**src/rtl/frq_div_pkg.sv**
```systemverilog
// Shared constants and helpers for the frequency divider / BCD digit counter.
package frq_div_pkg;

    localparam int COUNT_W       = 4;
    localparam int DEF_DIV_HALF  = 5;
    localparam int DEF_COUNT_MAX = 9;

    // Bits needed to hold 0..value-1, never less than one bit so a
    // divide-by-one prescaler still has a legal (constant-zero) register.
    function automatic int clog2_min1(input int value);
        int w;
        w = $clog2(value);
        return (w < 1) ? 1 : w;
    endfunction

endpackage

```
**src/rtl/frq_div_prescaler.sv**
```systemverilog
// Reset release synchroniser, half-period prescaler and divided-clock toggle.
// rise_en pulses for one mclk cycle on the edge where clk goes 0 -> 1.
module frq_div_prescaler
    import frq_div_pkg::*;
#(
    parameter int DIV_HALF = DEF_DIV_HALF
) (
    input  logic mclk,
    input  logic reset,
    output logic clk,
    output logic rise_en
);

    localparam int                PCNT_W    = clog2_min1(DIV_HALF);
    localparam logic [PCNT_W-1:0] PCNT_LAST = PCNT_W'(DIV_HALF - 1);
    localparam logic [PCNT_W-1:0] PCNT_ONE  = PCNT_W'(1);

    logic [1:0]        sync_q;
    logic              run;
    logic [PCNT_W-1:0] pcnt_q;
    logic [PCNT_W-1:0] pcnt_d;
    logic              clk_q;
    logic              clk_d;
    logic              terminal;

    // Two-flop release synchroniser: assertion is immediate, release is
    // retimed to mclk so every counter leaves reset on the same edge.
    always_ff @(posedge mclk or negedge reset) begin
        if (!reset) begin
            sync_q <= 2'b00;
        end else begin
            sync_q <= {sync_q[0], 1'b1};
        end
    end

    assign run = sync_q[1];

    // Next-state for the prescaler and the divided clock.
    always_comb begin
        terminal = (pcnt_q == PCNT_LAST);
        pcnt_d   = pcnt_q;
        clk_d    = clk_q;
        rise_en  = 1'b0;
        if (run) begin
            if (terminal) begin
                pcnt_d  = '0;
                clk_d   = ~clk_q;
                rise_en = ~clk_q;
            end else begin
                pcnt_d  = pcnt_q + PCNT_ONE;
            end
        end
    end

    // Prescaler and divided-clock registers, cleared asynchronously.
    always_ff @(posedge mclk or negedge reset) begin
        if (!reset) begin
            pcnt_q <= '0;
            clk_q  <= 1'b0;
        end else begin
            pcnt_q <= pcnt_d;
            clk_q  <= clk_d;
        end
    end

    assign clk = clk_q;

endmodule

```
**src/rtl/frq_div.sv**
```systemverilog
// Frequency divider with BCD digit counter. clk is a registered data output
// in the mclk domain; count advances on the same mclk edge that raises clk.
module frq_div
    import frq_div_pkg::*;
#(
    parameter int DIV_HALF  = DEF_DIV_HALF,
    parameter int COUNT_MAX = DEF_COUNT_MAX
) (
    input  logic               mclk,
    input  logic               reset,
    output logic               clk,
    output logic [COUNT_W-1:0] count
);

    localparam logic [COUNT_W-1:0] COUNT_LAST = COUNT_W'(COUNT_MAX);
    localparam logic [COUNT_W-1:0] COUNT_ONE  = COUNT_W'(1);

    logic               rise_en;
    logic [COUNT_W-1:0] count_q;
    logic [COUNT_W-1:0] count_d;

    frq_div_prescaler #(
        .DIV_HALF (DIV_HALF)
    ) u_prescaler (
        .mclk    (mclk),
        .reset   (reset),
        .clk     (clk),
        .rise_en (rise_en)
    );

    // Digit advances once per divided-clock period, wrapping after COUNT_MAX.
    always_comb begin
        count_d = count_q;
        if (rise_en) begin
            if (count_q == COUNT_LAST) begin
                count_d = '0;
            end else begin
                count_d = count_q + COUNT_ONE;
            end
        end
    end

    // Digit register, cleared asynchronously with the rest of the block.
    always_ff @(posedge mclk or negedge reset) begin
        if (!reset) begin
            count_q <= '0;
        end else begin
            count_q <= count_d;
        end
    end

    assign count = count_q;

endmodule

```
**config.mk**
```make
export PLATFORM = sky130hd
export DESIGN_NAME = frq_div
export DESIGN_NICKNAME = d
export VERILOG_FILES = /design/src/rtl/frq_div_pkg.sv /design/src/rtl/frq_div_prescaler.sv /design/src/rtl/frq_div.sv
export SDC_FILE = /design/constraint.sdc
export NUM_CORES = 1
export LEC_CHECK = 0
export BUFFER_PORTS_ARGS = -buffer_cell sky130_fd_sc_hd__buf_2
export CAP_MARGIN = 20
export CORE_UTILIZATION = 30
export DETAILED_ROUTE_END_ITERATION = 7
export SLEW_MARGIN = 20
export SYNTH_ARGS = -nofsm -noshare
export SYNTH_HDL_FRONTEND = slang
export SYNTH_SLANG_ARGS = --single-unit
```
**constraint.sdc**
```tcl
create_clock -name mclk -period 2.5 [get_ports mclk]
set_clock_uncertainty 0.15 [all_clocks]
set_input_delay 0.25 -clock mclk [delete_from_list [all_inputs] [get_ports mclk]]
set_output_delay 0.25 -clock mclk [all_outputs]
set_load 0.01 [all_outputs]
```
==> summary.md, run 1 <==
| Metric | Value |
|---|---|
| Status | finished clean |
| Post-layout util | 0.405 |
| Via count | between 300 and 400 |
| P_leak | 0.256 nW |
| GRT Total Usage | 0.136 |
| Cell Int Power | 383 µW |
| DRC errors left | 0 |
| # setup viols final | 0 |
| Sequential cell area fraction in the yosys report | 0.562 |
| Peak VDD IR | between 0.0004 and 0.0005 V |
| CP max stage delay | 0.38 ns |
| First-pass GRT wire length | 1310 µm |
| Highest-count cells in the layout ignoring fill and taps | 10 x dfrtp_1, 6 x buf_2, 5 x nand2_1, 4 x nand3_1, 4 x o21ai_0 |
| Area Growth Syn to Fin | 21.3% |
| Depth of the CTS H-tree | 1 |
| Final WL | 727 µm |
| Critical-path top delay cell | dfrtp_1 |
| Syn_area_per_cell | 11.1 µm² |
| Worst path required time | between 2 and 3 ns |
| CP endpoint kind | flip-flop |
| Setup bufs post-CTS | 0 |
| Fmax achieved | between 0.6 and 0.7 GHz |
| CP Cell Sequence | inv_1, ha_1, and4b_4, nand2_2, mux2_4 |
| Core Box Area | around 0.0013 mm² |
| Clk network pwr share | 0.250 |
| Worst EP arrival | between 1.5 and 2 ns |
| Hold WS | 0.199 ns |
| RSZ-0062 raised after global routing | no |
| Skew-Pair Late Insertion Delay | 0.26 ns |
| Die width | between 40 and 50 µm |
| Largest net degree at the start of global routing | 11 |
| ANT nets after route | 0 |
| I/O pin total | 7 |
| CTS Sinks | 10 |
| WS Path Type | flip-flop to flip-flop |
| Layout Cells excl Fill | 66 |
| Post-synth top area share | 0.562 |
| Total power | between 500 and 600 µW |
| Period utilisation layout | 0.634 |
| Worst-path clk slew | 0.07 ns |
| Switching pwr | 195 µW |
| Mapped Nets | 44 |
| Slew Viols, Final | 0 |
| Net Sw Frac | 0.337 |
| Hold Path Class | flip-flop to flip-flop |
| Final net count | between 50 and 60 |
| Combinational power share | 0.275 |
| Syn Inst Count | 40 |
| Seq pwr share | 0.475 |
| Top cells by area, synth | dfrtp_1 56%, ha_1 5.6%, nand3_1 4.5% |
| Commonest non-fill, non-tap cell in the layout | dfrtp_1 |
| Synthesis-stage register bit count | 10 |
| Post-Synthesis Cell Area | 445 µm² |
| Dpl cells | 61 |
| PortBufs | 6 |
| HPWL after DPL | 532 µm |
| Routed wire per std cell | 11.0 µm |
| Synth area leader | dfrtp_1 |
| MaxCap Viol Count | 0 |
| Via density | 4.68 |
| CTS tree | yes |
| Startpoint Class | flip-flop |
| GR Overflow Total | 0 |
| Hold Vio Cnt, Final | 0 |
| Crit path time final | 1.58 ns |
| Layout cells sized above 1 | 0.255 |
| Die height | 40.5 µm |
| Vias in the first global route | 310 |
| Die area | 0.00164 mm² |
| TritonCTS buffer count | 3 |
| Worst-path fanout max | 4 |
| Root Buffer | clkbuf_4 |
| DRT Pass-1 Iters | 4 |
| Power Dens Cells | about 1100 mW/mm² |
| Row count | 13 |
| Antenna cells | 0 |
| Drt first-iter violations | 4 |
| Setup TNS | 0 ns |
| Placer Congestion | 0.653 |
| Worst-case clock buffer depth | 2 |
| Netlist cell types | 16 |
| Initial core utilization | 0.334 |
| YS warnings | 0 |
| Initial antenna violation count | 0 |
-- registers in the layout (all words and copies together), names as in the netlist --
register / count
count: 4
u_prescaler.clk: 1
u_prescaler.pcnt_q: 3
u_prescaler.sync_q: 2
-- metal layers --
| layer | wire (µm) | global-route usage | share of wire | vias to the layer above |
|---|---|---|---|---|
| met1 | 333 | 0.137 | 0.46 | 145 |
| met2 | 344 | 0.214 | 0.47 | 8 |
| li1 | - | - | - | 154 |
| met5 | 0 | 0 | 0 | - |
| met3 | 35 | 0.0833 | 0.048 | 2 |
| met4 | 14 | 0.0750 | 0.019 | 0 |
-- worst paths after layout --
check,cells after the start,from,endpoint,slack [ns]
worst min register to register,0,u_prescaler.sync_q[0],u_prescaler.sync_q[1],0.20
max in group asynchronous,2,reset,count[1],1.79
worst min-delay path,0,u_prescaler.sync_q[0],u_prescaler.sync_q[1],0.20
worst max-delay path,5,u_prescaler.pcnt_q[0],count[1],0.92
min in group asynchronous,2,reset,u_prescaler.pcnt_q[2],0.22
worst max register to register,5,u_prescaler.pcnt_q[0],count[1],0.92
-- cell usage after synthesis (all sizes together) --
library cell	number
ha	2
nand3	4
and4b	1
dfrtp	10
o41ai	1
conb	1
nand2	6
a22o	1
mux2	1
xnor2	2
inv	3
a21oi	1
o21ai	4
xor2	1
nand2b	2
-- per-stage QoR --
step	worst slack [ns]	area (µm²)
after floorplan	0.989	445
after global placement	0.928	494
after detailed placement	0.914	494
after CTS	0.905	541
after global routing	0.805	541
final	0.915	541
-- repair_timing --
item	CTS	global route
hold buffers	1	0
hold endpoints to repair	10	0
setup endpoints to repair	0	0
resized for setup	0	0
-- power by group through the flow --
stage	registers, mW	logic, mW	clock network, mW
global placement	0.276	0.155	0
floorplan	0.279	0.0984	0
finish	0.275	0.159	0.144
global route	0.287	0.183	0.164
detailed placement	0.279	0.160	0
CTS	0.276	0.162	0.149
-- cells by family (layout without fill, tap and decap cells) --
group | Yosys count | after routing | share of synthesized area
other | 1 | 1 | 0.00842
xor gates and xnor gates | 3 | 3 | 0.0590
AOI/OAI and AO/OA | 7 | 7 | 0.0955
and+or+nand+nor | 13 | 13 | 0.160
buffers and inverters | 3 | 14 | 0.0253
DFF | 10 | 10 | 0.562
adders and majority gates | 2 | 2 | 0.0562
muxes | 1 | 1 | 0.0337
-- worst max-delay path: cells and delay by family, from the launching register on --
family | cells | cell delay [ns]
adder cells (fa/ha/maj) | 1 | 0.21
buffers and inverters | 1 | 0.09
AND/OR/NAND/NOR | 2 | 0.34
multiplexers | 1 | 0.29
flip-flops | 1 | 0.38
-- cell type report --
cell class	count	area (µm²)
Tap cell	15	18.8
Sequential cell	10	250
Inverter	3	11.3
Fill cell	143	793
Multi-Input combinational cell	27	184
Clock buffer	4	36.3
Timing Repair Buffer	7	40.0
No activity file was read; power rests on OpenSTA's default activity.
==> run 2, diff against run 1 <==
==> constraint.sdc (replaced) <==
create_clock -name mclk -period 1.5 [get_ports mclk]
set_clock_uncertainty 0.15 [all_clocks]
set_input_delay 0.15 -clock mclk [delete_from_list [all_inputs] [get_ports mclk]]
set_output_delay 0.15 -clock mclk [all_outputs]
set_load 0.01 [all_outputs]
==> run 2 against run 1 <==
The flow now finishes with violations (negative setup slack). Count of clock-buffer cells in the layout is the same. Maximum frequency increased by 5.4%. Largest power group unchanged. Utilization rose by 6.0 points. Total power increased by 90%. Flip-flop and latch count stayed put. Combinational power rose to 2.6 times the previous value. Critical path depth unchanged. Global-route usage rose by 0.28 points. Critical endpoint unchanged. Sequential share of layout area down 6.0 points. Final cell count up 12%. Clock power up 65%. Critical path type unchanged.
==> summary.md, run 2 (synthesis results as in run 1) <==
| Metric | Value |
|---|---|
| Final WL | roughly 810 µm |
| Depth of the CTS H-tree | 1 |
| DRT Pass-1 Iters | 3 |
| HPWL after DPL | ~540 µm |
| Worst-case clock buffer depth | 2 |
| I/O pin total | 7 |
| Hold Vio Cnt, Final | 0 |
| Worst EP arrival | 1.50 ns |
| Die height | 40.5 µm |
| CP Launch Point | u_prescaler.pcnt_q[0] |
| Startpoint Class | flip-flop |
| Commonest non-fill, non-tap cell in the layout | dfrtp_1 |
| Total power | 1.10 mW |
| Skew-Pair Late Insertion Delay | 0.26 ns |
| ANT nets after route | 0 |
| Worst path required time | 1.50 ns |
| Met1 Usage GRT | 0.155 |
| Via density | 4.53 |
| Via count | 335 |
| Core Box Area | approximately 0.0013 mm² |
| R2r setup slk | -0.004 ns |
| Area Growth Syn to Fin | 39.3% |
| Die width | 40.5 µm |
| Placer Congestion | 0.702 |
| Root Buffer | clkbuf_4 |
| Drt first-iter violations | 8 |
| Fillers | about 140 |
| Power Dens Cells | 1770 mW/mm² |
| Period utilisation layout | 1.00 |
| Met2 Usage GRT | 0.214 |
| DRC errors left | 0 |
| Hold Path Class | primary input to asynchronous set/reset pin |
| CTS tree | yes |
| First-pass GRT wire length | 1360 µm |
| Routed wire per std cell | 11.0 µm |
| GR Overflow Total | 0 |
| Largest register FFs | 4 |
| Initial antenna violation count | 0 |
| Critical-path top delay cell | dfrtp_1 |
| Status | finished with violations |
| MaxCap Viol Count | 0 |
| RSZ-0062 raised after global routing | yes |
| Worst-path fanout max | 4 |
| CP max stage delay | 0.39 ns |
| Setup TNS | -0.00446 ns |
| Peak VDD IR | 0.000718 V |
| GR peak layer | met2 |
| Die area | 0.00164 mm² |
| WS Path Type | flip-flop to flip-flop |
| GR Util met3 | 0.0833 |
| Final net count | 64 |
| Initial core utilization | 0.334 |
| CP endpoint kind | flip-flop |
| Largest net degree at the start of global routing | 11 |
| Hold WS | 0.129 ns |
| CP Cell Sequence | inv_2, ha_4, and4b_4, nand2_2, mux2_4 |
| Fmax achieved | 0.665 GHz |
| Slew Viols, Final | 0 |
| Row count | 13 |
| Failing checks | negative setup slack |
| Highest-count cells in the layout ignoring fill and taps | 10 x dfrtp_1, 8 x buf_4, 6 x buf_2, 5 x nand2_1 |
| Crit path time final | between 1.5 and 2 ns |
| Layout cells sized above 1 | 0.424 |
| Worst-path clk slew | 0.07 ns |
| Post-layout util | 0.465 |
| # setup viols final | 1 |
| Layout Cells excl Fill | 74 |
| Dpl cells | 65 |
| TritonCTS buffer count | 3 |
| PortBufs | 6 |
| GRT Total Usage | 0.139 |
| RR Startpoint | u_prescaler.pcnt_q[0] |
| CTS Sinks | 10 |
| Antenna cells | 0 |
| Worst setup margin | -0.00446 ns |
| P_leak | 0.301 nW |
| Vias in the first global route | 324 |
run 2: cell types whose count changed in the layout (fill, tap and decap cells not counted), sizes merged:
cell and delta:
buf +8
run 2: final timing paths:
check | endpoint | cells after the start
min reg2reg | u_prescaler.sync_q[1] | 0
min in group mclk | u_prescaler.sync_q[1] | 0
max | count[1] | 5
min | count[3] | 2
max reg2reg | count[1] | 5
max in group asynchronous | u_prescaler.pcnt_q[1] | 2
run 2: report_power, final:
| part | internal (mW) | switching, mW | total [mW] |
|---|---|---|---|
| clock network | 0.147 | 0.0898 | 0.237 |
| registers | 0.355 | 0.0957 | 0.450 |
| logic | 0.232 | 0.177 | 0.409 |
| total | 0.734 | 0.362 | 1.10 |
run 2: critical path, delay by kind of cell, from the launching register on:
kind | cells | cell delay, ns
flip-flops | 1 | 0.39
AND/OR/NAND/NOR | 2 | 0.32
multiplexers | 1 | 0.30
adder cells (fa/ha/maj) | 1 | 0.14
buffers and inverters | 1 | 0.09
run 2: layout make-up:
cell class                 count  area, µm²  area share
inverter                       3       11.3      0.0181
timing repair buffer          15        100       0.161
clock buffer                   4       36.3      0.0585
tap                           15       18.8      0.0302
multi-input combinational     27        204       0.329
sequential                    10        250       0.403
run 2: through the flow:
| step | area (µm²) | setup WS, ns |
|---|---|---|
| final | 621 | -0.00446 |
| after global placement | 527 | -0.0368 |
| after detailed placement | 527 | -0.0599 |
| after global routing | 621 | -0.0450 |
| after CTS | 606 | 0.0000353 |
| after floorplan | 448 | 0.00987 |
run 2: routing by layer:
metal / up-vias / wire length (µm) / part of all wire
met5: - / 0 / 0
met4: 0 / 14 / 0.017
met3: 2 / 38 / 0.047
li1: 174 / - / -
met1: 152 / 405 / 0.50
met2: 7 / 353 / 0.44
run 2: timing repair:
item	CTS	global route
setup endpoints to repair	2	2
setup buffers	3	1
pin swaps	1	1
endpoints found under the hold margin	10	0
resized for setup	2	1
hold buffers	1	0
